$ cat src/rtl/sram_arbiter.sv
// Round-robin two-port arbiter and fixed-timing sequencer for an external
// asynchronous SRAM. Every SRAM-facing signal and every requester output is a flop.
module sram_arbiter #(
  parameter int AW          = 18,
  parameter int DW          = 16,
  parameter int WAIT_CYCLES = 2
) (
  input  logic          clk,
  input  logic          rst,
  input  logic          req0,
  input  logic          we0,
  input  logic [AW-1:0] addr0,
  input  logic [DW-1:0] wdata0,
  output logic          ack0,
  output logic [DW-1:0] rdata0,
  input  logic          req1,
  input  logic          we1,
  input  logic [AW-1:0] addr1,
  input  logic [DW-1:0] wdata1,
  output logic          ack1,
  output logic [DW-1:0] rdata1,
  output logic          busy,
  output logic [AW-1:0] sram_a,
  output logic [DW-1:0] sram_dq_o,
  output logic          sram_dq_oe,
  input  logic [DW-1:0] sram_dq_i,
  output logic          sram_cs,
  output logic          sram_oe,
  output logic          sram_we
);

  typedef enum logic [1:0] {
    S_IDLE   = 2'd0,
    S_SETUP  = 2'd1,
    S_ACCESS = 2'd2,
    S_END    = 2'd3
  } state_t;

  localparam int CW = (WAIT_CYCLES > 1) ? $clog2(WAIT_CYCLES) : 1;
  localparam logic [CW-1:0] CNT_LAST = CW'(WAIT_CYCLES - 1);

  state_t        state_q, state_d;
  logic [CW-1:0] cnt_q, cnt_d;
  logic          last_q, last_d;
  logic          win_q, win_d;
  logic          wr_q, wr_d;
  logic [AW-1:0] addr_q, addr_d;
  logic [DW-1:0] wdata_q, wdata_d;

  logic          cs_q, cs_d;
  logic          oe_q, oe_d;
  logic          we_q, we_d;
  logic          dq_oe_q, dq_oe_d;
  logic [AW-1:0] a_q, a_d;
  logic [DW-1:0] dq_o_q, dq_o_d;
  logic          ack0_q, ack0_d;
  logic          ack1_q, ack1_d;
  logic [DW-1:0] rdata0_q, rdata0_d;
  logic [DW-1:0] rdata1_q, rdata1_d;
  logic          busy_q, busy_d;
  logic          grant1;

  // State register plus all datapath and output flops.
  always_ff @(posedge clk or posedge rst) begin
    if (rst) begin
      state_q  <= S_IDLE;
      cnt_q    <= '0;
      last_q   <= 1'b1;
      win_q    <= 1'b0;
      wr_q     <= 1'b0;
      addr_q   <= '0;
      wdata_q  <= '0;
      cs_q     <= 1'b1;
      oe_q     <= 1'b1;
      we_q     <= 1'b1;
      dq_oe_q  <= 1'b0;
      a_q      <= '0;
      dq_o_q   <= '0;
      ack0_q   <= 1'b0;
      ack1_q   <= 1'b0;
      rdata0_q <= '0;
      rdata1_q <= '0;
      busy_q   <= 1'b0;
    end else begin
      state_q  <= state_d;
      cnt_q    <= cnt_d;
      last_q   <= last_d;
      win_q    <= win_d;
      wr_q     <= wr_d;
      addr_q   <= addr_d;
      wdata_q  <= wdata_d;
      cs_q     <= cs_d;
      oe_q     <= oe_d;
      we_q     <= we_d;
      dq_oe_q  <= dq_oe_d;
      a_q      <= a_d;
      dq_o_q   <= dq_o_d;
      ack0_q   <= ack0_d;
      ack1_q   <= ack1_d;
      rdata0_q <= rdata0_d;
      rdata1_q <= rdata1_d;
      busy_q   <= busy_d;
    end
  end

  // On contention the port that was not served last wins.
  assign grant1 = req1 && (!req0 || !last_q);

  always_comb begin
    state_d = state_q;
    cnt_d   = cnt_q;
    last_d  = last_q;
    win_d   = win_q;
    wr_d    = wr_q;
    addr_d  = addr_q;
    wdata_d = wdata_q;
    case (state_q)
      S_IDLE: begin
        if (req0 || req1) begin
          win_d   = grant1;
          last_d  = grant1;
          wr_d    = grant1 ? we1 : we0;
          addr_d  = grant1 ? addr1 : addr0;
          wdata_d = grant1 ? wdata1 : wdata0;
          state_d = S_SETUP;
        end
      end
      S_SETUP: begin
        cnt_d   = '0;
        state_d = S_ACCESS;
      end
      S_ACCESS: begin
        if (cnt_q == CNT_LAST) state_d = S_END;
        else                   cnt_d   = cnt_q + 1'b1;
      end
      S_END:   state_d = S_IDLE;
      default: state_d = S_IDLE;
    endcase
  end

  // Pins follow the phase held in state_q one cycle later, so each SRAM
  // phase is seen on the bus for exactly the cycles that phase lasts.
  always_comb begin
    cs_d     = 1'b1;
    oe_d     = 1'b1;
    we_d     = 1'b1;
    dq_oe_d  = 1'b0;
    a_d      = a_q;
    dq_o_d   = dq_o_q;
    ack0_d   = 1'b0;
    ack1_d   = 1'b0;
    rdata0_d = rdata0_q;
    rdata1_d = rdata1_q;
    busy_d   = (state_d != S_IDLE);
    case (state_q)
      S_SETUP: begin
        cs_d    = 1'b0;
        a_d     = addr_q;
        dq_oe_d = wr_q;
        if (wr_q) dq_o_d = wdata_q;
      end
      S_ACCESS: begin
        cs_d    = 1'b0;
        oe_d    = wr_q;
        we_d    = !wr_q;
        dq_oe_d = wr_q;
      end
      S_END: begin
        cs_d    = 1'b0;
        dq_oe_d = wr_q;
        ack0_d  = !win_q;
        ack1_d  = win_q;
        if (!wr_q) begin
          if (win_q) rdata1_d = sram_dq_i;
          else       rdata0_d = sram_dq_i;
        end
      end
      default: ;
    endcase
  end

  assign ack0       = ack0_q;
  assign ack1       = ack1_q;
  assign rdata0     = rdata0_q;
  assign rdata1     = rdata1_q;
  assign busy       = busy_q;
  assign sram_a     = a_q;
  assign sram_dq_o  = dq_o_q;
  assign sram_dq_oe = dq_oe_q;
  assign sram_cs    = cs_q;
  assign sram_oe    = oe_q;
  assign sram_we    = we_q;

endmodule

$ cat config.mk
export PLATFORM = sky130hd
export DESIGN_NAME = sram_arbiter
export DESIGN_NICKNAME = d
export VERILOG_FILES = /design/src/rtl/sram_arbiter.sv
export SDC_FILE = /design/constraint.sdc
export NUM_CORES = 1
export LEC_CHECK = 0
export BUFFER_PORTS_ARGS = -buffer_cell sky130_fd_sc_hd__buf_2
export CAP_MARGIN = 10
export CORE_UTILIZATION = 30
export CTS_CLUSTER_DIAMETER = 150
export DETAILED_ROUTE_END_ITERATION = 8
export GPL_TIMING_DRIVEN = 0
export PLACE_DENSITY = 0.58
export SLEW_MARGIN = 0
export SYNTH_ARGS = -nofsm -noshare
export SYNTH_HDL_FRONTEND = slang
export SYNTH_SLANG_ARGS = --single-unit
$ cat constraint.sdc
create_clock -name clk -period 6.2 [get_ports clk]
set_input_delay 0.31 -clock clk [delete_from_list [all_inputs] [get_ports clk]]
set_output_delay 0.31 -clock clk [all_outputs]
set_load 0.01 [all_outputs]
# ---- Word level (Yosys, flattened, before mapping)
# Index checks and enable logic that the tools add are counted.
dict set report totals {
  reg_bits 113
  input_bits 90
  wordCells 53
  output_inout_bits 73
}
dict set report classes {
  n_mux 14
  eq_ne 3
  reduce_logical 15
  bitwise 2
  n_addsub 1
}
# op n
set ops {}
lappend ops {{$mux 18} 1}
lappend ops {{$mux 16} 1}
lappend ops {{$mux 1} 8}
lappend ops {{$pmux 2 s4} 1}
lappend ops {{$reduce_and 3->1} 2}
lappend ops {{$eq 2x2->1 const B} 2}
lappend ops {{$logic_not 1->1} 4}
lappend ops {{$mux 2} 2}
lappend ops {{$reduce_and 2->1} 2}
lappend ops {{$reduce_bool 2->1} 2}
lappend ops {{$reduce_or 3->1} 1}
lappend ops {{$eq 2x1->1 const B} 1}
lappend ops {{$logic_not 2->1} 1}
lappend ops {{$logic_or 1x1->1} 2}
lappend ops {{$not 1->1} 2}
lappend ops {{$pmux 1 s2} 1}
lappend ops {{$add 1x1->1 const B} 1}
lappend ops {{$logic_and 1x1->1} 1}

# ---- Logic depth before layout (Yosys ltp)
dict set report depth {
  word_depth 4
  mapped_depth 7
  mapped_depth_nobuf 5
}

# ---- Worst setup path before layout
# OpenSTA, ideal clock, no wires.
dict set report synth_timing {
  path_kind {register to register}
  start {register state_q[1]}
  end {register a_q[0], in the netlist sram_a[0]}
  setup_time_ps 125
  n_path_buf 2
  required_time_ps 6075
  path_stages_with_launch 6
  synth_period_minus_slack_ps 1581
  path_slack_ps 4619
  arrival_time_ps 1457
  path_cell_list {dfrtp_1 > inv_1 > ha_1 > buf_2 > buf_2 > mux2_2}
}
dict set report synth_between {
  elab_chain_cells 1
}
# item line
set synth_rtl {}
lappend synth_rtl {{start, declared} 42} ;# state_t state_q, state_d;
lappend synth_rtl {{start signal, assigned} 85} ;# state_q <= state_d;
lappend synth_rtl {{$eq 2x1->1} 155} ;# case (state_q)
lappend synth_rtl {{end signal, assigned} 77} ;# a_q <= '0;
lappend synth_rtl {{end signal, assigned} 96} ;# a_q <= a_d;
lappend synth_rtl {{end, declared} 54} ;# logic [AW-1:0] a_q, a_d;
# No other way between the ends.
# A chain may end at the register's enable or synchronous reset.

# ---- Worst setup path after layout
dict set report layout_timing {
  start {register state_q[1]}
  end {register a_q[8], in the netlist sram_a[8]}
}
# The elaborated chain is that of the path after synthesis.

==> summary.txt <==
Power Total: 3.65 mW
Peak VDD IR: 0.000220 V
Final Hold Fails: 0
Endpoint type of the worst setup path: flop
Routed wire length per instance: 15.1 µm
Gate power share: 0.365
Min Clock Period, post-route: 1.91 ns
Leak: 3.08 nW
Slowest Stage Delay on Critical Path: 0.42 ns
Worst reg-to-reg path cell count: 5
Global route hottest layer: met2
Mean post-synth cell area: 12.9 µm²
Global routing usage on met3: 0.0595
Worst Hold Class: input pin to flop
Hpwl dp: 8490 µm
Post-CTS sizing: 0
Initial antenna violation count: 0
CP required: 6.49 ns
Sequential fraction of the synthesis area: 0.589
Share of cells above drive strength 1: 0.568
Antenna Nets Post-Route: 0
Synth Cell Area: 0.00481 mm²
Layout Nets: 652
Most common cell type on the critical path: buf_2
Int Pwr: 2.45 mW
Number of I/O pins: 163
Via count: 3491
Clk pwr share: 0.274
FP Rows: 45
FMAX: 524 MHz
Slew Viols, Final: 0
Critical path class: flop to flop
Met1 Usage GRT: 0.189
Largest net degree at the start of global routing: 68
Synth top area share: 0.567
Die W: 129 µm
Vias in the first global route: 3669
Worst hold start: req0
Total GRT Usage: 0.152
R2r setup slk: 4.29 ns
Fin Clk Skew: 0.00476 ns
Switch share: 0.327
Initial DRC Count: 115
Synth Register Bits: 113
Part of the power in registers: 0.361
Worst Hold End: last_q
Filler instances: 1527
Clock Latency Late Sink: 0.41 ns
Clk root buf: clkbuf_16
Die area: 0.0165 mm²
Synthesis-to-finish area growth: 35.9%
Total Routed Length: 11800 µm
Placed inst area: 0.00591 mm²
Count of TritonRoute iterations in the first routing pass: 4
CTS Buf Count: 17
Status: complete, no violations
CTS tree: built
Max Cap Violations: 0
GP Congestion: 0.744
Relative slew slack: 0.599
Synth Instances: 374
Final setup vio count: 0
Worst path slowest cell: dfrtp_1
DR vias/cell: 4.48
Final period util: 0.308
Yosys top cell by area: dfrtp_1
RR Endpoint: sram_a[8]
Max clock buf depth: 2
Clock slew at reported path FFs: 0.05 ns
CP Data Arrival Time: 2.20 ns
Gr ovfl total: 0
Setup TNS: 0 ns
Core area: 0.0154 mm²
Worst slack at placement: 4.28 ns
Hold buffer count at cts: 1
Fin worst setup slack: 4.29 ns
Residual DRC count: 0
CP max FO: 10
Least-Margin Pin Slew: 0.602 ns
Number of setup buffers added after CTS: 0
Hold Path Depth: 2
Global routing usage on met2: 0.239
Core Util, Final: 0.424
H-tree depth: 4
First-pass GRT wire length: 19100 µm
Initial Util: 0.312
Port bufs: 161
PD cells: 558 mW/mm²
Sw Pwr: 1.19 mW
Sink Count: 113
Synthesis Warnings: 0
RSZ-0062 raised after global routing: no
Die boundary height: 129 µm
Worst r2r src: state_q[1]
Synth area leaders: dfrtp_1, mux2_2, mux2_4
Ant. Diodes: 0
Syn_nets: 470
Final non-filler cell area: 0.00653 mm²
CP Launch Type: flop
Yosys cell types: 30
Worst-path cell chain: inv_1 > ha_1 > buf_2 > buf_2 > mux2_2
==> state kept, by name, indices dropped and copies added (netlist names), 2 cells and up <==
signal	flops
wdata_q	16
addr_q	18
state_q	2
rdata0	16
rdata1	16
sram_a	18
sram_dq_o	16
==> through the flow <==
step	hold WS [ns]	cells
floorplan	0.436	374
global placement	0.484	746
detailed placement	0.427	747
CTS	0.0898	780
global route	0.113	780
finish	0.115	780
==> worst max-delay path: cells and delay by family (launching register included) <==
kind,cells,cell delay [ns]
adders and majority gates,1,0.20
DFF,1,0.42
muxes,1,0.37
buffers and inverters,3,0.79
==> cells in the final DEF, fill, tap and decap left out, drive strengths merged, types with 2 or more instances in the layout <==
master and count:
a21oi 71, buf 184, bufinv 3, clkbuf 22
clkinv 6, dfrtp 109, dfstp 4, ha 6
inv 3, mux2 67, nand2 37, nand2b 2
nor2 37, nor2b 3, o21ai 3
==> area by class of cell <==
cell class	count	area, µm²	share of cell area
buffer	22	175	0.0268
tap	211	264	0.0404
clock inverter	10	131	0.0201
multi-input combinational	236	1790	0.274
clock buffer	22	484	0.0741
inverter	3	13.8	0.00211
sequential	113	2830	0.434
timing repair buffer	163	843	0.129
==> synth_stat cells <==
library cell  instances
a21bo_2               1
a21boi_4              1
a21oi_1              42
a21oi_2              29
a22o_1                1
a31oi_1               1
and2_2                1
buf_12                1
buf_2                13
buf_6                 8
dfrtp_1             109
dfstp_2               4
ha_1                  6
inv_1                 3
mux2_2               50
mux2_4               17
nand2_1              36
nand2_2               1
nand2b_1              2
nor2_1               37
nor2b_1               1
nor2b_2               1
nor2b_4               1
o21a_1                1
o21ai_0               2
o21ai_2               1
o21bai_1              1
o22a_1                1
o31a_1                1
o31ai_1               1
==> logic make-up (layout without fill, tap and decap cells) <==
family                     after synthesis  in the layout  share of synthesized area
AOI/OAI and AO/OA                       83             83                      0.118
adders and majority gates                6              6                     0.0156
buffers and inverters                   25            220                     0.0388
DFF                                    113            113                      0.589
muxes                                   67             67                      0.170
and+or+nand+nor                         80             80                     0.0684
==> power by group through the flow <==
stage          Combinational [mW]  Clock, mW  Sequential [mW]
3_3_place_gp                 1.33          0             1.30
6_report                     1.33       1.00             1.32
3_5_place_dp                 1.35          0             1.33
2_1_floorplan               0.782          0             1.41
5_1_grt                      1.47       1.06             1.37
4_1_cts                      1.36       1.03             1.32
==> worst max path at each step <==
stage	startpoint	to	depth (start not counted)
floorplan	rst	ack0	1
global placement	rst	sram_dq_o[12]	2
detailed placement	state_q[1]	sram_a[0]	5
CTS	state_q[1]	sram_a[0]	5
global route	state_q[1]	sram_a[2]	5
finish	state_q[1]	sram_a[8]	5
==> metal layers <==
metal	vias to the layer above	wire length [µm]
met1	1710	5210
met2	128	5450
li1	1643	-
met5	-	0
met3	10	977
met4	0	117
No activity file was read; power rests on OpenSTA's default activity.
